[src/rtl/pc_sequencer.sv]
// rtl/pc_sequencer.sv - multicycle PC-update sequencer: PC source select, PC/EPC write enables, retire count
module pc_sequencer (
  input  logic        clk,
  input  logic        reset,
  input  logic        fetch_req,
  input  logic        stall,
  input  logic [2:0]  kind,
  input  logic        zero,
  input  logic        overflow,
  output logic [2:0]  pc_source,
  output logic        pc_write,
  output logic        epc_write,
  output logic [1:0]  cause,
  output logic        busy,
  output logic        done,
  output logic [31:0] instr_count
);

  typedef enum logic [2:0] {
    IDLE    = 3'd0,
    FETCH   = 3'd1,
    DECODE  = 3'd2,
    RESOLVE = 3'd3,
    EXC     = 3'd4,
    DONE    = 3'd5
  } state_t;

  state_t      state, state_n;
  logic [2:0]  kind_q;
  logic [1:0]  cause_q, cause_n;
  logic [31:0] count_q;
  logic        hold;
  logic        pw_raw, ew_raw, done_raw;

  // stall only freezes an instruction in flight; IDLE still accepts fetch_req
  assign hold = stall && (state != IDLE);

  always_comb begin
    state_n   = state;
    cause_n   = cause_q;
    pc_source = 3'd0;
    pw_raw    = 1'b0;
    ew_raw    = 1'b0;
    done_raw  = 1'b0;
    case (state)
      IDLE: begin
        if (fetch_req) begin
          state_n = FETCH;
          cause_n = 2'd0;
        end
      end
      FETCH: begin
        pw_raw  = 1'b1;
        state_n = DECODE;
      end
      DECODE: state_n = RESOLVE;
      RESOLVE: begin
        // invalid opcode outranks overflow
        if (kind_q[2:1] == 2'b11) begin
          cause_n = 2'd1;
          state_n = EXC;
        end else if (overflow) begin
          cause_n = 2'd2;
          state_n = EXC;
        end else begin
          state_n = DONE;
          case (kind_q)
            3'd1: begin pc_source = 3'd1; pw_raw = zero;  end
            3'd2: begin pc_source = 3'd1; pw_raw = !zero; end
            3'd3: begin pc_source = 3'd2; pw_raw = 1'b1;  end
            3'd4: begin pc_source = 3'd3; pw_raw = 1'b1;  end
            default: ;
          endcase
        end
      end
      EXC: begin
        pc_source = 3'd4;
        pw_raw    = 1'b1;
        ew_raw    = 1'b1;
        state_n   = DONE;
      end
      DONE: begin
        done_raw = 1'b1;
        state_n  = IDLE;
      end
      default: state_n = IDLE;
    endcase
    if (hold) begin
      state_n = state;
      cause_n = cause_q;
    end
  end

  always_ff @(posedge clk) begin
    if (reset) begin
      state   <= IDLE;
      kind_q  <= 3'd0;
      cause_q <= 2'd0;
      count_q <= 32'd0;
    end else begin
      state   <= state_n;
      cause_q <= cause_n;
      if (state == DECODE && !hold)
        kind_q <= kind;
      if (state == DONE && !hold)
        count_q <= count_q + 32'd1;
    end
  end

  assign pc_write    = pw_raw && !hold && !reset;
  assign epc_write   = ew_raw && !hold && !reset;
  assign done        = done_raw && !hold && !reset;
  assign busy        = (state != IDLE);
  assign cause       = cause_q;
  assign instr_count = count_q;

endmodule

[config.mk]
export PLATFORM = sky130hd
export DESIGN_NAME = pc_sequencer
export DESIGN_NICKNAME = d
export VERILOG_FILES = /design/src/rtl/pc_sequencer.sv
export SDC_FILE = /design/constraint.sdc
export NUM_CORES = 1
export LEC_CHECK = 0
export BUFFER_PORTS_ARGS = -buffer_cell sky130_fd_sc_hd__buf_2
export CAP_MARGIN = 5
export CORE_UTILIZATION = 58
export CTS_CLUSTER_SIZE = 40
export DETAILED_ROUTE_END_ITERATION = 8
export GPL_TIMING_DRIVEN = 0
export PLACE_DENSITY = 0.85
export SETUP_SLACK_MARGIN = 0.3
export SYNTH_ARGS = -nofsm -noshare
export SYNTH_HDL_FRONTEND = slang
export SYNTH_SLANG_ARGS = --single-unit
[constraint.sdc]
create_clock -name clk -period 4.32 [get_ports clk]
set_input_delay 0.648 -clock clk [delete_from_list [all_inputs] [get_ports clk]]
set_output_delay 0.648 -clock clk [all_outputs]
set_load 0.01 [all_outputs]
* After elaboration in Yosys (flattened, before gate mapping) *
Cells that the tools add are included.

word-level totals
  input port bits = 9
  word-level logic and storage cells = 56
  register bits = 40

operators by class
  $add $sub $neg = 1
  eq/ne operators = 12
  reductions and logical operators = 20
  bitwise operators = 1
  muxes and demuxes = 18

operators by type and width
  operator                                              count
  adder 32 x 1 -> 32 bit (second input constant)        1
  one-hot mux 3 bit (5 select lines)                    1
  equality test 3 x 2 -> 1 bit (second input constant)  4
  2-to-1 mux 2 bit                                      5
  equality test 3 bit (second input constant)           3
  logical AND 1 bit                                     9
  equality test 3 x 1 -> 1 bit (second input constant)  2
  2-to-1 mux 1 bit                                      6
  one-hot mux 2 bit (3 select lines)                    1
  one-hot mux 3 bit (2 select lines)                    1
  OR reduction 2 bit                                    3
  one-hot mux 2 bit (2 select lines)                    1
  AND reduction 4 bit                                   1
  logical NOT 1 bit                                     3
  logical NOT 3 bit                                     1
  2-to-1 mux 3 bit                                      1
  != test 3 bit (second input constant)                 1
  one-hot mux 1 bit (3 select lines)                    1
  nonzero test 3 bit                                    1
  equality test 2 bit (second input constant)           1
  != test 2 bit (second input constant)                 1
  one-hot mux 1 bit (2 select lines)                    1
  AND reduction 2 bit                                   1
  nonzero test 2 bit                                    1
  NOT 1 bit                                             1

* Longest topological paths before layout *
Gate-level depths: netlist of run 1.

  depth in word-level cells = 8
  gate-level depth with buffers = 7

* Worst setup path after synthesis of run 1 *
Ideal clock, no wire load.

  path kind = input to register
  start = in stall
  end = reg count_q[21], in the netlist instr_count[21]
  data arrival time = 2.190 ns
  path slack = 2.009 ns
  cell stages on the path = 7
  library setup time = 0.121 ns
  cell sequence = buf_6 > nand4bb_4 > buf_6 > or2_2 > buf_2 > nor4_1 > mux2_2

on the way
  longest elaborated chain between the ends = 3

ends and longest elaborated chain
  what                    line  source
  start: declaration      6     input logic stall,
  logical AND 1 bit       36    assign hold = stall && (state != IDLE);
  logical NOT 1 bit       105   if (state == DONE && !hold)
  logical AND 1 bit       105
  end signal: assignment  106   count_q <= count_q + 32'd1;
  end: declaration        31    logic [31:0] count_q;

No other way between the ends.
A chain may end at the register's enable or synchronous reset.

* Worst setup path in the final report of run 1 *
  start = reg state[2]
  end = out pc_write

on the way
  longest elaborated chain between the ends = 5
  elaborated cells on any way between the ends = 10

ends and longest elaborated chain
  what                                                                     line     source
  start: declaration                                                       28       state_t state, state_n;
  start signal: assignment                                                 101      state <= state_n;
  equality test 3 bit, or another cell as far along                        45       case (state)
  OR reduction 2 bit (no line) or logical AND 1 bit (tied branches)        n/a
  one-hot mux 1 bit (2 select lines) or logical NOT 1 bit (tied branches)  45, 110
  logical AND 1 bit (*) (2 in a row)                                       110      assign pc_write = pw_raw && !hold && !reset;
  end: declaration                                                         11       output logic pc_write,

Mark *: on every way between the ends. The rest lies on a longest branch, timed or not.

==> flow_summary.html, run 1 <==
<table>
<tr><th>Metric</th><th>Value</th></tr>
<tr><th colspan="2">Job</th></tr>
<tr><td>Total of max-cap violations</td><td>0</td></tr>
<tr><th colspan="2">STA</th></tr>
<tr><td>Hold violation count in the final report</td><td>0</td></tr>
<tr><td>Shortest clock period the worst path allows after layout</td><td>roughly 2.6 ns</td></tr>
<tr><td>Setup-violating endpoint count in the final report</td><td>0</td></tr>
<tr><td>Sum of negative setup slack</td><td>0 ns</td></tr>
<tr><td>Transition time at the pin with the least slew margin</td><td>between 0.5 and 0.6 ns</td></tr>
<tr><td>Max Clock Freq</td><td>~380 MHz</td></tr>
<tr><td>Final worst clock skew</td><td>roughly 0.0049 ns</td></tr>
<tr><td>Max-slew headroom</td><td>between 60% and 70%</td></tr>
<tr><td>Final critical-path share of the clock period</td><td>about 60%</td></tr>
<tr><td>Unrepaired setup endpoints after global routing</td><td>false</td></tr>
<tr><td>Total count of max-transition violations in the final report</td><td>0</td></tr>
<tr><th colspan="2">Critical path</th></tr>
<tr><td>Crit Path Category</td><td>reg -&gt; out</td></tr>
<tr><td>Worst path cell trace</td><td>clkbuf_1 -&gt; nor2b_1 -&gt; nor4b_1 -&gt; a21oi_1 -&gt; nor3_1 -&gt; buf_2</td></tr>
<tr><td>Slowest cell on the critical path</td><td>nor4b_1</td></tr>
<tr><td>Top fanout value on the critical path</td><td>10</td></tr>
<tr><td>Crit end category</td><td>output pin</td></tr>
<tr><td>Crit-path leading delay family</td><td>simple AND/OR/NAND/NOR gates</td></tr>
<tr><td>Buffer and inverter count on the worst path</td><td>2</td></tr>
<tr><td>Slowest cell delay on critical path</td><td>about 0.36 ns</td></tr>
<tr><td>Worst Path Required</td><td>approximately 3.7 ns</td></tr>
<tr><td>Critical path arrival</td><td>just under 2 ns</td></tr>
<tr><td>Flop-to-flop setup slack</td><td>2.15 ns</td></tr>
<tr><td>Setup crit start kind</td><td>flip-flop</td></tr>
<tr><th colspan="2">Clock tree</th></tr>
<tr><td>Maximum buffer depth of the clock tree</td><td>2</td></tr>
<tr><td>Quantity of hold-fixing buffers added after cts</td><td>0</td></tr>
<tr><td>Post-cts sizing count</td><td>0</td></tr>
<tr><td>Clock insertion delay at the later pin of the skew report</td><td>~0.29 ns</td></tr>
<tr><td>Buffers inserted during post-CTS setup optimization</td><td>0</td></tr>
<tr><td>CTS HTree Levels</td><td>2</td></tr>
<tr><td>Root buffer cell</td><td>clkbuf_8</td></tr>
<tr><td>Clock tree from TritonCTS</td><td>done</td></tr>
<tr><td>Clock Pin Slew Worst Setup and Hold Paths</td><td>about 0.080 ns</td></tr>
<tr><td>TritonCTS Sinks</td><td>40</td></tr>
<tr><td>Number of buffers created by CTS</td><td>5</td></tr>
<tr><th colspan="2">Synthesis</th></tr>
<tr><td>Post-synthesis cell type count</td><td>43</td></tr>
<tr><td>Number of nets in the synthesized netlist</td><td>268</td></tr>
<tr><td>Synthesized netlist cell count</td><td>about 260</td></tr>
<tr><td>Main flop type after synthesis</td><td>dfxtp_1</td></tr>
<tr><td>Per-instance average area after synthesis</td><td>8.47 sq um</td></tr>
<tr><td>Seq/Total Area, Yosys</td><td>36.7%</td></tr>
<tr><td>Synth async-reset ratio</td><td>0%</td></tr>
<tr><td>Post-synthesis cell area</td><td>around 2200 sq um</td></tr>
<tr><td>Yosys Warn Count</td><td>0</td></tr>
<tr><td>Number of synthesized flops with an enable pin</td><td>0</td></tr>
<tr><td>Number of storage elements in the synthesis netlist</td><td>40</td></tr>
<tr><th colspan="2">Place</th></tr>
<tr><td>Cell Area, Placed</td><td>about 2500 sq um</td></tr>
<tr><td>Cell Count Post-Placement</td><td>~350</td></tr>
<tr><td>Number of I/O port buffers</td><td>48</td></tr>
<tr><td>Detailed placement HPWL</td><td>roughly 3500 microns</td></tr>
<tr><td>Routability congestion estimate</td><td>around 0.8</td></tr>
<tr><th colspan="2">Final layout</th></tr>
<tr><td>Number of antenna repair diodes</td><td>0</td></tr>
<tr><td>Most frequent standard cell in the layout excluding fill and tap cells</td><td>buf_2</td></tr>
<tr><td>Final cell count without fillers</td><td>between 300 and 400</td></tr>
<tr><td>Design area</td><td>approximately 2600 sq um</td></tr>
<tr><td>Layout-stage area growth over the synthesis result</td><td>17.8%</td></tr>
<tr><td>Fill cell total of the finished layout</td><td>slightly below 300</td></tr>
<tr><td>Number of nets in the finished design</td><td>~320</td></tr>
<tr><td>Post-route core utilization</td><td>74.2%</td></tr>
<tr><td>Proportion of layout cells with a drive suffix above 1</td><td>26.4%</td></tr>
<tr><td>Most used cells in the layout excluding fill and tap cells</td><td>buf_2 (52), dfxtp_1 (40), nor2_1 (30)</td></tr>
<tr><th colspan="2">Global routing</th></tr>
<tr><td>Pin count of the biggest net entering global routing</td><td>12</td></tr>
<tr><td>First-pass GRT wire length</td><td>8430 microns</td></tr>
<tr><td>Via count of the first global-routing pass</td><td>~1,900</td></tr>
<tr><td>Antenna violations before repair</td><td>0</td></tr>
<tr><td>Residual overflow from global routing</td><td>0</td></tr>
<tr><td>GR Util All Layers</td><td>26.1%</td></tr>
<tr><th colspan="2">Floorplanning</th></tr>
<tr><td>Total number of placement rows</td><td>21</td></tr>
<tr><td>Initial Util</td><td>63.0%</td></tr>
<tr><td>Floorplan core area</td><td>between 3000 and 4000 sq um</td></tr>
<tr><td>Number of top-level pins</td><td>50</td></tr>
<tr><td>Die boundary width</td><td>63.4 microns</td></tr>
<tr><td>Die area</td><td>about 4000 sq um</td></tr>
<tr><td>Overall die height</td><td>about 63 microns</td></tr>
<tr><th colspan="2">Routing</th></tr>
<tr><td>Average wire per standard cell</td><td>about 14 microns</td></tr>
<tr><td>Iteration-0 DRC Markers</td><td>approximately 140</td></tr>
<tr><td>Number of design rule violations left after detail routing</td><td>0</td></tr>
<tr><td>Detailed-router iteration count before antenna repair</td><td>4</td></tr>
<tr><td>Vias/cell</td><td>5.86</td></tr>
<tr><td>Total via count in the routed design</td><td>approximately 2,100</td></tr>
<tr><td>Detailed Route WL</td><td>4910 microns</td></tr>
<tr><td>Post-DRT Antenna Nets</td><td>0</td></tr>
<tr><th colspan="2">Power and ir drop</th></tr>
<tr><td>Static power due to leakage</td><td>just under 1 nW</td></tr>
<tr><td>Worst vdd rail ir drop</td><td>slightly above 0.0002 V</td></tr>
<tr><td>Pwr dens</td><td>between 200 and 300 nW/um^2</td></tr>
<tr><td>Overall power of the completed layout</td><td>between 0.0006 and 0.0007 W</td></tr>
<tr><th colspan="2">Worst hold path</th></tr>
<tr><td>HP Class</td><td>reg -&gt; reg</td></tr>
<tr><th colspan="2">Run status</th></tr>
<tr><td>Outcome</td><td>complete, no violations</td></tr>
</table>
[sequential cells by signal, indices dropped and copies added (netlist names)]
signal       count
instr_count     32
kind_q           3
state            3
cause            2
[power by group]
| group | switching, W | internal [W] | leakage, nW |
|---|---|---|---|
| clock | 0.000127 | 0.000130 | 0.0455 |
| combinational | 0.0000335 | 0.0000246 | 0.619 |
| sequential | 0.00000367 | 0.000372 | 0.323 |
[metrics by stage]
stage	hold WS (ns)	setup slack, ns
final	0.481	1.72
after global routing	0.501	1.48
after CTS	0.482	1.73
after detailed placement	0.472	1.76
after global placement	0.466	1.78
after floorplan	0.494	2.01
[routing by layer]
| layer | global-route usage, % | vias to the layer above | share of wire (%) | wire, microns |
|---|---|---|---|---|
| li1 | - | 1044 | - | - |
| met1 | 33.9 | 996 | 46 | 2270 |
| met2 | 42.3 | 62 | 48 | 2350 |
| met3 | 5.07 | 9 | 4.8 | 235 |
| met4 | 9.66 | 0 | 1.1 | 56 |
| met5 | 0 | - | 0 | 0 |
[synth_stat cells, types with 3 or more instances]
| cell type | instances | area share, % |
|---|---|---|
| inv_1 | 5 | 0.86 |
| nand2_1 | 16 | 2.7 |
| nor2_1 | 30 | 5.2 |
| buf_6 | 4 | 2.1 |
| nor4_1 | 9 | 2.6 |
| xnor2_1 | 8 | 3.2 |
| nand4_1 | 7 | 2.0 |
| nand3_1 | 10 | 2.3 |
| clkbuf_1 | 7 | 1.2 |
| or2_2 | 3 | 0.86 |
| a21oi_1 | 18 | 4.1 |
| mux2i_1 | 6 | 2.7 |
| xor2_1 | 5 | 2.0 |
| o41ai_1 | 4 | 1.6 |
| buf_2 | 4 | 0.92 |
| o31ai_1 | 3 | 1.0 |
| nand3b_1 | 4 | 1.4 |
| nor2b_1 | 11 | 3.2 |
| or3_1 | 6 | 1.7 |
| or4_1 | 5 | 1.7 |
| nor3_1 | 8 | 1.8 |
| o21ai_0 | 9 | 2.1 |
| dfxtp_1 | 40 | 37 |
| or4b_1 | 3 | 1.4 |
| buf_1 | 3 | 0.52 |
| mux2_2 | 9 | 4.6 |
[cell families (layout without fill, tap and decap cells)]
| kind of cell | after synthesis | in the layout | synth area share, % |
|---|---|---|---|
| AOI/OAI and AO/OA | 39 | 39 | 10.8 |
| DFF | 40 | 40 | 36.7 |
| buffers and inverters | 23 | 79 | 5.56 |
| and+or+nand+nor | 127 | 127 | 33.9 |
| muxes | 15 | 15 | 7.39 |
| xor gates and xnor gates | 13 | 13 | 5.21 |
| adders and majority gates | 1 | 1 | 0.573 |
[path summary, 6_finish.rpt]
path                       start               to  cells past startpoint
setup / recovery        state[2]         pc_write                      6
setup reg to reg  instr_count[6]  instr_count[21]                      5
hold / removal          cause[0]         cause[0]                      2
hold reg to reg         cause[0]         cause[0]                      2
[layout make-up]
class	count	area [sq um]	share of cell area (%)
Buffer	18	103	3.99
Clock buffer	8	90.1	3.50
Inverter	5	18.8	0.730
Multi-Input combinational cell	195	1260	49.1
Sequential cell	40	801	31.1
Tap cell	46	57.6	2.24
Timing Repair Buffer	48	240	9.34
[worst min-delay path, delay by kind of cell, from the launching register on]
family | cells | cell delay, ns
DFF | 1 | 0.31
AOI/OAI and AO/OA | 2 | 0.13
Note: power is estimated with default switching activity, not from simulation.
==> run 2, diff against run 1 <==
Settings changed: CORE_UTILIZATION 58 to 54, PLACE_DENSITY 0.85 to 0.8.
Clock period 4.32 ns to 2.4 ns, I/O delays scaled along.
==> flow_summary.html, run 2 (synthesis gave the netlist of run 1 again) <==
<table>
<tr><th>Metric</th><th>Value</th></tr>
<tr><th colspan="2">STA</th></tr>
<tr><td>Transition time at the pin with the least slew margin</td><td>0.551 ns (-0.0112 ns)</td></tr>
<tr><td>Final critical-path share of the clock period</td><td>84.1%</td></tr>
<tr><td>Final worst clock skew</td><td>0.00815 ns (+0.00321 ns)</td></tr>
<tr><td>Hold violation count in the final report</td><td>0 (unchanged)</td></tr>
<tr><td>Total count of max-transition violations in the final report</td><td>0 (unchanged)</td></tr>
<tr><td>Setup-violating endpoint count in the final report</td><td>0 (unchanged)</td></tr>
<tr><td>Sum of negative setup slack</td><td>0 ns (unchanged)</td></tr>
<tr><td>Max Clock Freq</td><td>between 400 and 500 MHz</td></tr>
<tr><td>Shortest clock period the worst path allows after layout</td><td>between 2 and 2.5 ns</td></tr>
<tr><td>Max-slew headroom</td><td>62.9% (+0.75 points)</td></tr>
<tr><td>Unrepaired setup endpoints after global routing</td><td>false</td></tr>
<tr><th colspan="2">Floorplanning</th></tr>
<tr><td>Initial Util</td><td>57.9% (-5.1 points)</td></tr>
<tr><td>Total number of placement rows</td><td>22 (+4.8%)</td></tr>
<tr><td>Die area</td><td>4300 sq um (+7.2%)</td></tr>
<tr><td>Number of top-level pins</td><td>50 (unchanged)</td></tr>
<tr><td>Die boundary width</td><td>65.6 microns (+3.5%)</td></tr>
<tr><td>Overall die height</td><td>65.6 microns (+3.5%)</td></tr>
<tr><td>Floorplan core area</td><td>3770 sq um (+8.7%)</td></tr>
<tr><th colspan="2">Routing</th></tr>
<tr><td>Number of design rule violations left after detail routing</td><td>0 (unchanged)</td></tr>
<tr><td>Detailed Route WL</td><td>4960 microns (+0.92%)</td></tr>
<tr><td>Average wire per standard cell</td><td>13.7 microns (+0.64%)</td></tr>
<tr><td>Vias/cell</td><td>5.73 (-2.3%)</td></tr>
<tr><td>Iteration-0 DRC Markers</td><td>177 (+30%)</td></tr>
<tr><td>Post-DRT Antenna Nets</td><td>0 (unchanged)</td></tr>
<tr><td>Detailed-router iteration count before antenna repair</td><td>4 (unchanged)</td></tr>
<tr><td>Total via count in the routed design</td><td>2,068 (-2.0%)</td></tr>
<tr><th colspan="2">Final layout</th></tr>
<tr><td>Proportion of layout cells with a drive suffix above 1</td><td>32.3% (+5.8 points)</td></tr>
<tr><td>Layout-stage area growth over the synthesis result</td><td>21.2%</td></tr>
<tr><td>Number of antenna repair diodes</td><td>0 (unchanged)</td></tr>
<tr><td>Number of nets in the finished design</td><td>323 (unchanged)</td></tr>
<tr><td>Post-route core utilization</td><td>70.2% (-4.0 points)</td></tr>
<tr><td>Multi-input gate area in the final layout</td><td>1320 sq um (+4.3%)</td></tr>
<tr><td>Fill cell total of the finished layout</td><td>311 (+6.1%)</td></tr>
<tr><td>Most frequent standard cell in the layout excluding fill and tap cells</td><td>buf_2</td></tr>
<tr><td>Most used cells in the layout excluding fill and tap cells</td><td>buf_2 (52), dfxtp_1 (34), nor2_1 (30)</td></tr>
<tr><td>Area of all sequential standard cells</td><td>808 sq um (+0.94%)</td></tr>
<tr><td>Max reg flops</td><td>32 (unchanged)</td></tr>
<tr><th colspan="2">Clock tree</th></tr>
<tr><td>Clock Pin Slew Worst Setup and Hold Paths</td><td>0.08 ns (about the same)</td></tr>
<tr><td>Clock tree from TritonCTS</td><td>done</td></tr>
<tr><td>CTS HTree Levels</td><td>2 (unchanged)</td></tr>
<tr><td>Maximum buffer depth of the clock tree</td><td>2 (unchanged)</td></tr>
<tr><td>Number of buffers created by CTS</td><td>5 (unchanged)</td></tr>
<tr><td>TritonCTS Sinks</td><td>40 (unchanged)</td></tr>
<tr><td>Clock insertion delay at the later pin of the skew report</td><td>0.30 ns (about the same)</td></tr>
<tr><td>Root buffer cell</td><td>clkbuf_8</td></tr>
<tr><td>Quantity of hold-fixing buffers added after cts</td><td>0 (unchanged)</td></tr>
<tr><th colspan="2">Power and ir drop</th></tr>
<tr><td>Combinational fraction of design power</td><td>8.5% (about the same)</td></tr>
<tr><td>Overall power of the completed layout</td><td>0.00126 W (+83%)</td></tr>
<tr><td>Worst vdd rail ir drop</td><td>0.000418 V (+110%)</td></tr>
<tr><td>Fraction of power consumed by the clock network</td><td>37.9% (+0.7 points)</td></tr>
<tr><td>Static power due to leakage</td><td>1.01 nW (+2.2%)</td></tr>
<tr><td>Portion of total power attributed to sequential cells</td><td>53.6% (-0.8 points)</td></tr>
<tr><td>Net switching power figure</td><td>0.000290 W (+77%)</td></tr>
<tr><td>Switching Share</td><td>23.0% (-0.73 points)</td></tr>
<tr><td>Internal power of the cells</td><td>0.000974 W (+85%)</td></tr>
<tr><td>Pwr dens</td><td>477 nW/um^2 (+78%)</td></tr>
<tr><th colspan="2">Critical path</th></tr>
<tr><td>Top fanout value on the critical path</td><td>10 (unchanged)</td></tr>
<tr><td>Critical path arrival</td><td>2.21 ns (+0.26 ns)</td></tr>
<tr><td>Reg-to-reg endpoint</td><td>instr_count[25]</td></tr>
<tr><td>Crit end category</td><td>flip-flop</td></tr>
<tr><td>Flop-to-flop setup slack</td><td>0.38 ns (-1.77 ns)</td></tr>
<tr><td>Slowest cell on the critical path</td><td>or4_4</td></tr>
<tr><td>Worst path cell trace</td><td>nand4_2 -&gt; or4_4 -&gt; buf_2 -&gt; nor3_2 -&gt; mux2_2</td></tr>
<tr><td>Length in cells of the worst reg-to-reg path</td><td>5 (unchanged)</td></tr>
<tr><td>Worst Path Required</td><td>2.59 ns (-1.08 ns)</td></tr>
<tr><td>Crit Path Category</td><td>reg -&gt; reg</td></tr>
<tr><td>Source of the worst register-to-register timing path</td><td>instr_count[6]</td></tr>
<tr><td>Slowest cell delay on critical path</td><td>0.59 ns (+0.23 ns)</td></tr>
<tr><td>Setup crit start kind</td><td>flip-flop</td></tr>
<tr><th colspan="2">Worst hold path</th></tr>
<tr><td>Endpoint, Worst Hold</td><td>kind_q[2]</td></tr>
<tr><td>HP Class</td><td>in -&gt; reg</td></tr>
<tr><td>Count of cells along the worst hold path</td><td>3 (+1)</td></tr>
<tr><td>Hold path startpoint</td><td>kind[2]</td></tr>
<tr><th colspan="2">Global routing</th></tr>
<tr><td>Residual overflow from global routing</td><td>0 (unchanged)</td></tr>
<tr><td>Antenna violations before repair</td><td>0 (unchanged)</td></tr>
<tr><td>First-pass GRT wire length</td><td>8290 microns (-1.7%)</td></tr>
<tr><td>Pin count of the biggest net entering global routing</td><td>12 (unchanged)</td></tr>
<tr><td>Via count of the first global-routing pass</td><td>1,792 (-7.3%)</td></tr>
<tr><td>GR Util All Layers</td><td>25.1% (-1.0 points)</td></tr>
<tr><th colspan="2">Place</th></tr>
<tr><td>Detailed placement HPWL</td><td>3570 microns (+1.5%)</td></tr>
<tr><td>Number of I/O port buffers</td><td>48 (unchanged)</td></tr>
<tr><td>Routability congestion estimate</td><td>0.813 (-1.0%)</td></tr>
<tr><th colspan="2">Job</th></tr>
<tr><td>Total of max-cap violations</td><td>0 (unchanged)</td></tr>
<tr><th colspan="2">Run status</th></tr>
<tr><td>Outcome</td><td>complete, no violations</td></tr>
</table>
==> run 2: changes by cell type in the layout (fill, tap and decap cells not counted), moves of 3 or more <==
cell	before	now
dfxtp_1	40	34
dfxtp_2	0	6
clkbuf_1	9	5
nor3_1	8	5
nor3_2	0	3
nor4_1	9	6
nor4_2	0	3
==> run 2: routing by layer <==
| metal | global-route usage [%] | routed length [microns] | vias to the layer above |
|---|---|---|---|
| met5 | 0 | 0 | - |
| met4 | 8.97 | 47 | 0 |
| met3 | 4.86 | 226 | 5 |
| met2 | 38.4 | 2230 | 65 |
| met1 | 34.7 | 2450 | 959 |
| li1 | - | - | 1039 |
==> run 2: timing repair <==
item / 4_1_cts / 5_1_grt
setup endpoints to repair: 7 / 10
gates resized for setup: 7 / 15
buffers inserted: 0 / 0
==> run 2: worst max-delay path by stage <==
stage	cells after the start	start	slack [ns]	end
after floorplan	7	stall	0.38	instr_count[21]
after global placement	7	stall	0.20	instr_count[29]
after detailed placement	7	stall	0.22	instr_count[29]
after CTS	5	instr_count[5]	0.30	instr_count[25]
after global routing	5	instr_count[15]	0.31	instr_count[26]
final	5	instr_count[6]	0.38	instr_count[25]
==> run 2: through the flow <==
stage               hold slack [ns]  std cells  cell area, sq um  worst slack (ns)
floorplan                     0.494        258              2180             0.377
global placement              0.476        354              2480             0.196
detailed placement            0.479        354              2480             0.221
CTS                           0.313        361              2600             0.302
global route                  0.312        361              2650             0.307
finish                        0.312        361              2650             0.383
==> run 2: critical path: cells and delay by family, from the launching register on <==
kind                   cells  cell delay (ns)
and+or+nand+nor            3             0.95
muxes                      1             0.35
DFF                        1             0.40
buffers and inverters      1             0.21
==> run 2: power by group through the flow <==
stage               registers [W]  logic [W]  clock network (W)
floorplan                0.000692  0.0000733                  0
global placement         0.000692   0.000100                  0
detailed placement       0.000693   0.000101                  0
CTS                      0.000677   0.000104           0.000487
global route             0.000679   0.000121           0.000514
finish                   0.000678   0.000107           0.000479
==> run 2: final cells by class <==
cell class,instances,share of cell area (%)
Multi-Input combinational cell,195,49.7
Timing Repair Buffer,48,9.07
Tap cell,48,2.27
Buffer,18,4.06
Sequential cell,40,30.5
Clock buffer,7,3.64
Inverter,5,0.709
